## src/rtl/spi_peripheral_sync.sv

```systemverilog
// SPI peripheral running entirely on m_clk: pad inputs are synchronized and SCK edges
// are detected by oversampling, so SCK must stay at or below m_clk/8.
module spi_peripheral_sync #(
    parameter int unsigned WORD_W      = 8,
    parameter bit          CPOL        = 1'b0,
    parameter bit          CPHA        = 1'b0,
    parameter int unsigned SYNC_STAGES = 2
) (
    input  logic              m_clk,
    input  logic              rst,
    input  logic              sck_pad,
    input  logic              csn_pad,
    input  logic              mosi_pad,
    output logic              miso_pad,
    output logic [WORD_W-1:0] rx_data,
    output logic              rx_valid,
    input  logic              rx_ready,
    input  logic [WORD_W-1:0] tx_data,
    input  logic              tx_valid,
    output logic              tx_ready,
    output logic              busy,
    output logic              rx_overrun,
    output logic              tx_underrun
);

    localparam int unsigned    CNT_W    = $clog2(WORD_W);
    localparam logic [CNT_W-1:0] LAST   = CNT_W'(WORD_W - 1);
    localparam logic [1:0]     SETTLE   = 2'(SYNC_STAGES);
    localparam logic [2:0]     SYNC_RST = {1'b0, 1'b1, CPOL};   // {mosi, csn, sck}

    // Synchronizer chain, one 3-bit slice per stage
    logic [SYNC_STAGES-1:0][2:0] sync_reg;
    logic [SYNC_STAGES-1:0][2:0] sync_in;

    generate
        for (genvar gi = 0; gi < SYNC_STAGES; gi++) begin : g_sync
            if (gi == 0) begin : g_first
                assign sync_in[gi] = {mosi_pad, csn_pad, sck_pad};
            end else begin : g_chain
                assign sync_in[gi] = sync_reg[gi-1];
            end
        end
    endgenerate

    always_ff @(posedge m_clk) begin
        if (rst) sync_reg <= {SYNC_STAGES{SYNC_RST}};
        else     sync_reg <= sync_in;
    end

    logic sck_s, csn_s, mosi_s;
    assign sck_s  = sync_reg[SYNC_STAGES-1][0];
    assign csn_s  = sync_reg[SYNC_STAGES-1][1];
    assign mosi_s = sync_reg[SYNC_STAGES-1][2];

    logic              sck_d_reg, csn_d_reg;
    logic [1:0]        settle_cnt_reg;
    logic              armed_reg;
    logic [CNT_W-1:0]  bit_cnt_reg;
    logic [WORD_W-2:0] rx_shift_reg;
    logic [WORD_W-1:0] rx_data_reg;
    logic              rx_valid_reg, rx_overrun_reg;
    logic [WORD_W-1:0] hold_reg, tx_shift_reg;
    logic              hold_full_reg, load_pending_reg, hold_first_reg, tx_underrun_reg;

    logic active, csn_fall, lead, trail, sample, launch, wrap, tx_load, accept;

    // armed_reg only rises once the flushed synchronizer shows csn high, so a csn held
    // low across reset never produces a false word start.
    assign active   = armed_reg & ~csn_s;
    assign csn_fall = armed_reg & csn_d_reg & ~csn_s;
    assign lead     = active & (sck_s != CPOL) & (sck_d_reg == CPOL);
    assign trail    = active & (sck_s == CPOL) & (sck_d_reg != CPOL);
    assign sample   = CPHA ? trail : lead;
    assign launch   = CPHA ? lead : trail;
    assign wrap     = sample & (bit_cnt_reg == LAST);
    // A wrap only arms the reload; it takes effect on the next launch edge, which is
    // where the following word's MSB must appear. A word that is never clocked
    // therefore never consumes the holding register or reports an underrun.
    assign tx_load  = csn_fall | (launch & load_pending_reg);
    assign accept   = tx_valid & ~hold_full_reg;

    always_ff @(posedge m_clk) begin
        if (rst) begin
            sck_d_reg        <= CPOL;
            csn_d_reg        <= 1'b1;
            settle_cnt_reg   <= '0;
            armed_reg        <= 1'b0;
            bit_cnt_reg      <= '0;
            rx_shift_reg     <= '0;
            rx_data_reg      <= '0;
            rx_valid_reg     <= 1'b0;
            rx_overrun_reg   <= 1'b0;
            hold_reg         <= '0;
            hold_full_reg    <= 1'b0;
            tx_shift_reg     <= '0;
            load_pending_reg <= 1'b0;
            hold_first_reg   <= 1'b0;
            tx_underrun_reg  <= 1'b0;
        end else begin
            sck_d_reg       <= sck_s;
            csn_d_reg       <= csn_s;
            rx_overrun_reg  <= 1'b0;
            tx_underrun_reg <= 1'b0;

            if (settle_cnt_reg != SETTLE) settle_cnt_reg <= settle_cnt_reg + 1'b1;
            else if (csn_s)                armed_reg      <= 1'b1;

            if (!active) begin
                bit_cnt_reg      <= '0;
                rx_shift_reg     <= '0;
                tx_shift_reg     <= '0;
                load_pending_reg <= 1'b0;
                hold_first_reg   <= 1'b0;
            end else begin
                if (sample) begin
                    rx_shift_reg <= {rx_shift_reg[WORD_W-3:0], mosi_s};
                    bit_cnt_reg  <= wrap ? '0 : bit_cnt_reg + 1'b1;
                    if (wrap) load_pending_reg <= 1'b1;
                end
                if (tx_load) begin
                    tx_shift_reg     <= hold_full_reg ? hold_reg : '0;
                    tx_underrun_reg  <= ~hold_full_reg;
                    load_pending_reg <= 1'b0;
                    // With CPHA=1 the first leading edge of a framed word keeps the MSB
                    hold_first_reg   <= CPHA & csn_fall;
                end else if (launch) begin
                    if (hold_first_reg) hold_first_reg <= 1'b0;
                    else                tx_shift_reg   <= tx_shift_reg << 1;
                end
            end

            if (wrap) begin
                rx_data_reg    <= {rx_shift_reg, mosi_s};
                rx_valid_reg   <= 1'b1;
                rx_overrun_reg <= rx_valid_reg & ~rx_ready;
            end else if (rx_valid_reg && rx_ready) begin
                rx_valid_reg <= 1'b0;
            end

            // A word offered in the same cycle as a load lands after the load empties the register
            if (tx_load) hold_full_reg <= 1'b0;
            if (accept) begin
                hold_reg      <= tx_data;
                hold_full_reg <= 1'b1;
            end
        end
    end

    assign miso_pad    = active & tx_shift_reg[WORD_W-1];
    assign rx_data     = rx_data_reg;
    assign rx_valid    = rx_valid_reg;
    assign tx_ready    = ~hold_full_reg;
    assign busy        = active;
    assign rx_overrun  = rx_overrun_reg;
    assign tx_underrun = tx_underrun_reg;

endmodule

```

## config.mk

```make
export PLATFORM = sky130hd
export DESIGN_NAME = spi_peripheral_sync
export DESIGN_NICKNAME = d
export VERILOG_FILES = /design/src/rtl/spi_peripheral_sync.sv
export SDC_FILE = /design/constraint.sdc
export NUM_CORES = 1
export LEC_CHECK = 0
export CAP_MARGIN = 20
export CORE_MARGIN = 2
export CORE_UTILIZATION = 47
export CTS_CLUSTER_DIAMETER = 50
export DETAILED_ROUTE_END_ITERATION = 6
export HOLD_SLACK_MARGIN = 0.1
export PLACE_DENSITY = 0.82
export SLEW_MARGIN = 10
export SYNTH_ARGS = -nofsm -noshare
export SYNTH_HDL_FRONTEND = slang
export SYNTH_SLANG_ARGS = --single-unit
```

## constraint.sdc

```tcl
create_clock -name m_clk -period 1.4 [get_ports m_clk]
set_clock_uncertainty 0.2 [all_clocks]
set_input_delay 0.14 -clock m_clk [delete_from_list [all_inputs] [get_ports m_clk]]
set_output_delay 0.14 -clock m_clk [all_outputs]
set_load 0.02 [all_outputs]
```

==> flow_metrics.tcl, run 1 <==
set metrics [dict create \
    end_kind "register" \
    dieWidth_um 67.4 \
    peakVddDrop_v 0.000615 \
    violations "negative setup slack" \
    synth-adder-area-share_pct 1.98 \
    cts_tree "built" \
    avgSynthCellArea_um2 8.80 \
    setup-violations-final 30 \
    grt.overflow.total 0 \
    cts_made_buffers 5 \
    critical_path_arrival_ps 1660 \
    synth-simple-area-share_pct 24.8 \
    clock-root-buffer "clkbuf_8" \
    hold_depth 3 \
    clkPwrFrac_pct 35.5 \
    whs_endpoint "hold_reg[7]$_SDFFE_PP0P_" \
    syn_to_final_growth_pct 51.1 \
    min_period_ps 1630 \
    drtIter0Drc 90 \
    worstPathMaxFanout 3 \
    wl_per_cell_um 14.2 \
    maxSlewHeadroom_pct 76.5 \
    first_pass_iters 4 \
    switching_power_uw 691 \
    drive_gt1_share_pct 39.4 \
    dp_worst_setup_slack_ps -170 \
    power_frac_comb_pct 11.9 \
    finalHoldViolations 0 \
    antenna_found_initial 0 \
    clk_latency_ps 310 \
    ys_types 30 \
    pwr-share-seq_pct 52.7 \
    netlist_area_mm2 0.00189 \
    critPathMaxStageDelay_ps 360 \
    placed_cell_area_mm2 0.00239 \
    startpoint_type "register" \
    synth_compound_area_share_pct 15.8 \
    routed_wl_mm 4.60 \
    num_antenna_cells 0 \
    path_clk_slew_ps 90 \
    p_leak_nw 1.09 \
    start_util_pct 48.0 \
    cts_max_level 2 \
    crit_path_frequent_cell "buf_6" \
    synthXorXnorAreaFrac_pct 0.463 \
    hold_path_class "in -> reg" \
    path_delay_family "simple AND/OR/NAND/NOR gates" \
    cts_buffer_depth 2 \
    max-cap-violations 0 \
    r2r-end "bit_cnt_reg[0]$_SDFFE_PP0P_" \
    place.gp.congestion 0.825 \
    final_cells 324 \
    required_ps 1430 \
    ios 29 \
    core_mm2 0.00394 \
    synthMuxAreaShare_pct 0 \
    r2r_cells 6 \
    r2r-start "armed_reg$_SDFFE_PP0P_" \
    ant_nets 0 \
    place_inst 306 \
    rsz0062_at_grt "true" \
    fill_cells 262 \
    utilization_pct 72.5 \
    cts_sinks 50 \
    ys_ff_latch 50 \
    grt_max_degree 17 \
    dpl.hpwl_mm 2.60 \
    grt_pass1_vias 1499 \
    placementRows 23 \
    r2r_slack_ps -230 \
    vias 1724 \
    fin_area_mm2 0.00286 \
    p_int_mw 2.20 \
    cp_num_buf_inv 2 \
    crit_slowest_cell "or3_1" \
    fin_ws_ps -227 \
    die-area_mm2 0.00455 \
    period_share_pct 116 \
    drc 0 \
    io_buffers 28 \
    grt_pass1_wl_mm 6.49 \
    hp-start "tx_data[7]" \
    outcome "finished with violations" \
    layout.nets 291 \
    path_cells "nor2b_4 -> buf_6 -> buf_6 -> nand3b_1 -> or3_1 -> a21oi_1" \
    postSynthCellCount 215 \
    synth_top_family_by_area "simple AND/OR/NAND/NOR gates" \
    maxSlewViolCount 0 \
    swShare_pct 23.9 \
    fmax_mhz 614 \
    power_density_mw_per_mm2 1010 \
    crit_type "reg -> reg" \
    viasPerCell 5.32 \
    worst_slew_pin_slew_ps 353 \
    ys_seq_area_share_pct 52.9 \
    syn-num-nets 233 \
    chipHeight_um 67.4 \
    grt_use_total_pct 19.1 \
    synth_warnings 0 \
]
==> Yosys cell counts <==
cell type	count	area [µm²]
nor3_1	5	25.0
and3_1	1	6.26
buf_6	2	22.5
and2_1	2	12.5
a32oi_1	1	8.76
nor2b_4	1	13.8
nand2_4	1	11.3
dfxtp_1	50	1000
o41ai_2	4	65.1
ha_1	3	37.5
and4bb_1	1	12.5
nand2_1	56	210
buf_4	1	7.51
nor2_1	13	48.8
or3_1	1	6.26
nand3_1	4	20.0
nand2b_1	2	12.5
a211oi_1	1	7.51
or2_2	3	18.8
a21o_1	1	7.51
a211o_1	2	17.5
a21oi_1	35	175
nor2b_1	9	56.3
xor2_1	1	8.76
o21ai_2	1	8.76
nand3b_1	2	15.0
inv_1	2	7.51
clkbuf_1	5	18.8
buf_2	4	20.0
a311oi_1	1	8.76
==> cell usage in the layout (no fill, tap or decap), drive strengths merged <==
| cell | synthesis | routed |
|---|---|---|
| a311oi | 1 | 1 |
| o41ai | 4 | 4 |
| clkinv | 0 | 1 |
| nor3 | 5 | 5 |
| a32oi | 1 | 1 |
| clkdlybuf4s15 | 0 | 1 |
| nand2b | 2 | 2 |
| or2 | 3 | 3 |
| and4bb | 1 | 1 |
| nor2 | 13 | 13 |
| buf | 7 | 33 |
| a21oi | 35 | 35 |
| and2 | 2 | 3 |
| bufinv | 0 | 1 |
| and3 | 1 | 1 |
| nand3b | 2 | 2 |
| a21o | 1 | 2 |
| dfxtp | 50 | 50 |
| a211oi | 1 | 1 |
| dlygate4sd2 | 0 | 11 |
| a211o | 2 | 2 |
| nor2b | 10 | 10 |
| inv | 2 | 3 |
| ha | 3 | 3 |
| nand2 | 57 | 58 |
| o21ai | 1 | 1 |
| nand3 | 4 | 4 |
| clkbuf | 5 | 6 |
| clkdlybuf4s50 | 0 | 14 |
| or3 | 1 | 1 |
| xor2 | 1 | 1 |
==> worst min-delay path, cell delays in order <==
cell,delay [ps]
clkdlybuf4s50_1,390
nand2_1,50
a21oi_1,50
==> per-stage QoR <==
| stage | hold slack [ps] | setup TNS (ps) | power [mW] |
|---|---|---|---|
| 6_report | 170 | -1610 | 2.89 |
| 5_1_grt | 171 | -3740 | 3.00 |
| 4_1_cts | 165 | -1170 | 2.87 |
| 3_5_place_dp | 197 | -2550 | 1.86 |
| 3_3_place_gp | 193 | -1840 | 1.84 |
| 2_1_floorplan | 43.8 | -40.0 | 1.73 |
==> power by group through the flow <==
stage / Sequential, mW / Combinational, mW / Clock [mW]
finish: 1.52 / 0.344 / 1.03
floorplan: 1.55 / 0.183 / 0
CTS: 1.52 / 0.313 / 1.04
detailed placement: 1.55 / 0.307 / 0
global placement: 1.55 / 0.296 / 0
global route: 1.53 / 0.382 / 1.09
==> final cells by class <==
| type | count | area, µm² | share of cell area [%] |
|---|---|---|---|
| clock buffer | 5 | 68.8 | 2.41 |
| inverter | 2 | 7.51 | 0.263 |
| timing repair buffer | 60 | 574 | 20.1 |
| multi-input combinational | 154 | 1090 | 38.2 |
| sequential | 50 | 1010 | 35.3 |
| clock inverter | 3 | 43.8 | 1.53 |
| tap | 50 | 62.6 | 2.19 |
==> per-layer routing <==
metal,global-route usage (%),vias to the layer above,wire length [µm]
li1,-,840,-
met5,0,-,0
met1,23.8,812,1890
met4,11.2,0,125
met3,4.00,11,206
met2,30.4,61,2380
==> timing repair <==
action / in CTS / in global routing
setup endpoints to repair: 43 / 34
gates resized for setup: 41 / 63
pin swaps: 4 / 24
gates cloned: 2 / 4
hold buffers: 0 / 0
buffers inserted: 1 / 6
==> logic make-up after synthesis <==
family / after synthesis
compound gates: 46
xor+xnor: 1
simple gates: 101
buf+inv: 14
fa+ha+maj: 3
flops: 50
==> worst max-delay path by stage <==
stage | start | end | slack (ps) | cells past startpoint
after global routing | armed_reg$_SDFFE_PP0P_ | bit_cnt_reg[0]$_SDFFE_PP0P_ | -290 | 6
after floorplan | armed_reg$_SDFFE_PP0P_ | tx_shift_reg[4]$_SDFFE_PP0P_ | -20 | 4
after detailed placement | csn_s$_SDFF_PP1_ | miso_pad | -170 | 3
after global placement | csn_s$_SDFF_PP1_ | miso_pad | -130 | 3
final | armed_reg$_SDFFE_PP0P_ | bit_cnt_reg[0]$_SDFFE_PP0P_ | -230 | 6
after CTS | armed_reg$_SDFFE_PP0P_ | bit_cnt_reg[0]$_SDFFE_PP0P_ | -190 | 6
No activity file was read; power rests on OpenSTA's default activity.
==> run 2: changes to the inputs <==
MAX_ROUTING_LAYER = met4   (was unset)
==> run 2 against run 1 <==
Net effect:
- the run still ends with negative setup slack left
- global-route usage grew 0.55 points
- sequential share of layout area shrank 0.40 points
- cell area is 1.1% higher
- critical path type unchanged
- critical endpoint unchanged
- largest cell class unchanged
- highest routed layer unchanged
==> flow_metrics.tcl, run 2 (synthesized netlist as in run 1, its figures left out) <==
set metrics [dict create \
    outcome "finished with violations" \
    violations "negative setup slack" \
    path_clk_slew_ps 90 \
    cts_buffer_depth 2 \
    place.gp.congestion 0.837 \
    clock-root-buffer "clkbuf_8" \
    io_buffers 28 \
    final.setup.tns_ps -2520 \
    cts_sinks 50 \
    syn_to_final_growth_pct 52.8 \
    path_cells "nor2b_4 -> buf_6 -> buf_6 -> nand3b_1 -> or3_1 -> a21oi_1" \
    whs_endpoint "hold_reg[7]$_SDFFE_PP0P_" \
    hold_buffers 0 \
    hp-start "tx_data[7]" \
    grt_use_total_pct 19.7 \
    grt_pass1_vias 1502 \
    clk_latency_ps 310 \
    r2r_slack_ps -220 \
    ios 29 \
    required_ps 1430 \
    startpoint_type "register" \
    setup-violations-final 32 \
    dpl.hpwl_mm 2.60 \
    hold_path_class "in -> reg" \
    utilization_pct 73.3 \
    viasPerCell 5.33 \
    r2r-start "armed_reg$_SDFFE_PP0P_" \
    cts_tree "built" \
    core_mm2 0.00394 \
    fin_area_mm2 0.00289 \
    p_leak_nw 1.09 \
    grtUsageMet1_pct 23.8 \
    drtIter0Drc 89 \
    maxSlewViolCount 0 \
    dp_worst_setup_slack_ps -170 \
    min_period_ps 1620 \
    finalHoldViolations 0 \
    dieWidth_um 67.4 \
    layout.nets 293 \
    die-area_mm2 0.00455 \
    grt.overflow.total 0 \
    place_inst 306 \
    vias 1739 \
    worst_slew_pin_slew_ps 354 \
    crit_slowest_cell "or3_1" \
    busiest_layer "met2" \
    mostFrequentLayoutCell "dfxtp_1" \
    drive_gt1_share_pct 40.9 \
    power_density_mw_per_mm2 1010 \
    grt_max_degree 17 \
    final_cell_mix "dfxtp_1, nand2_1, a21oi_1, buf_4" \
    r2r_cells 6 \
    antenna_found_initial 0 \
    final_cells 326 \
    r2r-end "bit_cnt_reg[0]$_SDFFE_PP0P_" \
    peakVddDrop_v 0.000616 \
    maxSlewHeadroom_pct 76.3 \
    period_share_pct 116 \
    rsz0062_at_grt "true" \
    crit_type "reg -> reg" \
    critical_path_arrival_ps 1650 \
    ant_nets 0 \
    use_met2_pct 30.4 \
    placementRows 23 \
    grt_pass1_wl_mm 6.48 \
    fill_cells 255 \
    routed_wl_mm 4.73 \
    chipHeight_um 67.4 \
    crit_path_frequent_cell "buf_6" \
    cts_made_buffers 5 \
    worstPathMaxFanout 3 \
    fin_ws_ps -218 \
    cts_max_level 2 \
    end_kind "register" \
    first_pass_iters 4 \
    drc 0 \
    hold_depth 3 \
    critPathMaxStageDelay_ps 360 \
    fmax_mhz 618 \
    met3_usage_pct 5.00 \
    start_util_pct 48.0 \
    placed_cell_area_mm2 0.00239 \
    max-cap-violations 0 \
    num_antenna_cells 0 \
    wl_per_cell_um 14.5 \
]
run 2: changes by cell type in the layout (fill, tap and decap cells not counted), sizes merged:
cell	before	now
clkdlybuf4s15	1	2
clkbuf	6	7
buf	33	35
dlygate4sd2	11	9
run 2: where the power goes:
group / switching, mW / internal, mW / total, mW
sequential: 0.0374 / 1.49 / 1.52
clock: 0.492 / 0.536 / 1.03
combinational: 0.172 / 0.205 / 0.377
total: 0.702 / 2.23 / 2.93
run 2: layout make-up:
class	count	area [µm²]	area share, %
Clock buffer	5	68.8	2.38
Clock inverter	3	43.8	1.51
Inverter	2	7.51	0.260
Multi-Input combinational cell	154	1110	38.3
Sequential cell	50	1010	34.9
Tap cell	50	62.6	2.16
Timing Repair Buffer	62	593	20.5
run 2: metrics by stage:
step,hold WS [ps],total power [mW]
floorplan,43.8,1.73
global placement,193,1.84
detailed placement,197,1.86
CTS,165,2.87
global route,170,3.04
finish,171,2.93
run 2: worst max-delay path: cells and delay by family, from the launching register on:
kind | cells | cell delay, ps
simple gates | 3 | 680
flops | 1 | 340
buf+inv | 2 | 190
compound gates | 1 | 140
run 2: worst max path at each step:
| stage | to | from | slack [ps] | cells after the start |
|---|---|---|---|---|
| after floorplan | tx_shift_reg[4]$_SDFFE_PP0P_ | armed_reg$_SDFFE_PP0P_ | -20 | 4 |
| after global placement | miso_pad | csn_s$_SDFF_PP1_ | -130 | 3 |
| after CTS | bit_cnt_reg[0]$_SDFFE_PP0P_ | armed_reg$_SDFFE_PP0P_ | -190 | 6 |
| after global routing | bit_cnt_reg[0]$_SDFFE_PP0P_ | armed_reg$_SDFFE_PP0P_ | -290 | 6 |
| after detailed placement | miso_pad | csn_s$_SDFF_PP1_ | -170 | 3 |
| final | bit_cnt_reg[0]$_SDFFE_PP0P_ | armed_reg$_SDFFE_PP0P_ | -220 | 6 |
run 2: timing repair:
action                     in CTS  in global routing
resized for setup              41                 72
setup endpoints to repair      43                 34
pin swaps                       4                 31
buffers inserted                1                  8
cloned                          2                  4
run 2: layer usage:
| metal | part of all wire, % | up-vias |
|---|---|---|
| met5 | 0 | - |
| met3 | 5.8 | 16 |
| li1 | - | 843 |
| met1 | 40 | 806 |
| met2 | 50 | 74 |
| met4 | 3.4 | 0 |
==> run 3: changes to the inputs <==
HOLD_SLACK_MARGIN = unset   (was 0.1)
==> results of run 3 <==
Same layout as run 2: the final DEF is identical, and so are final timing and power.
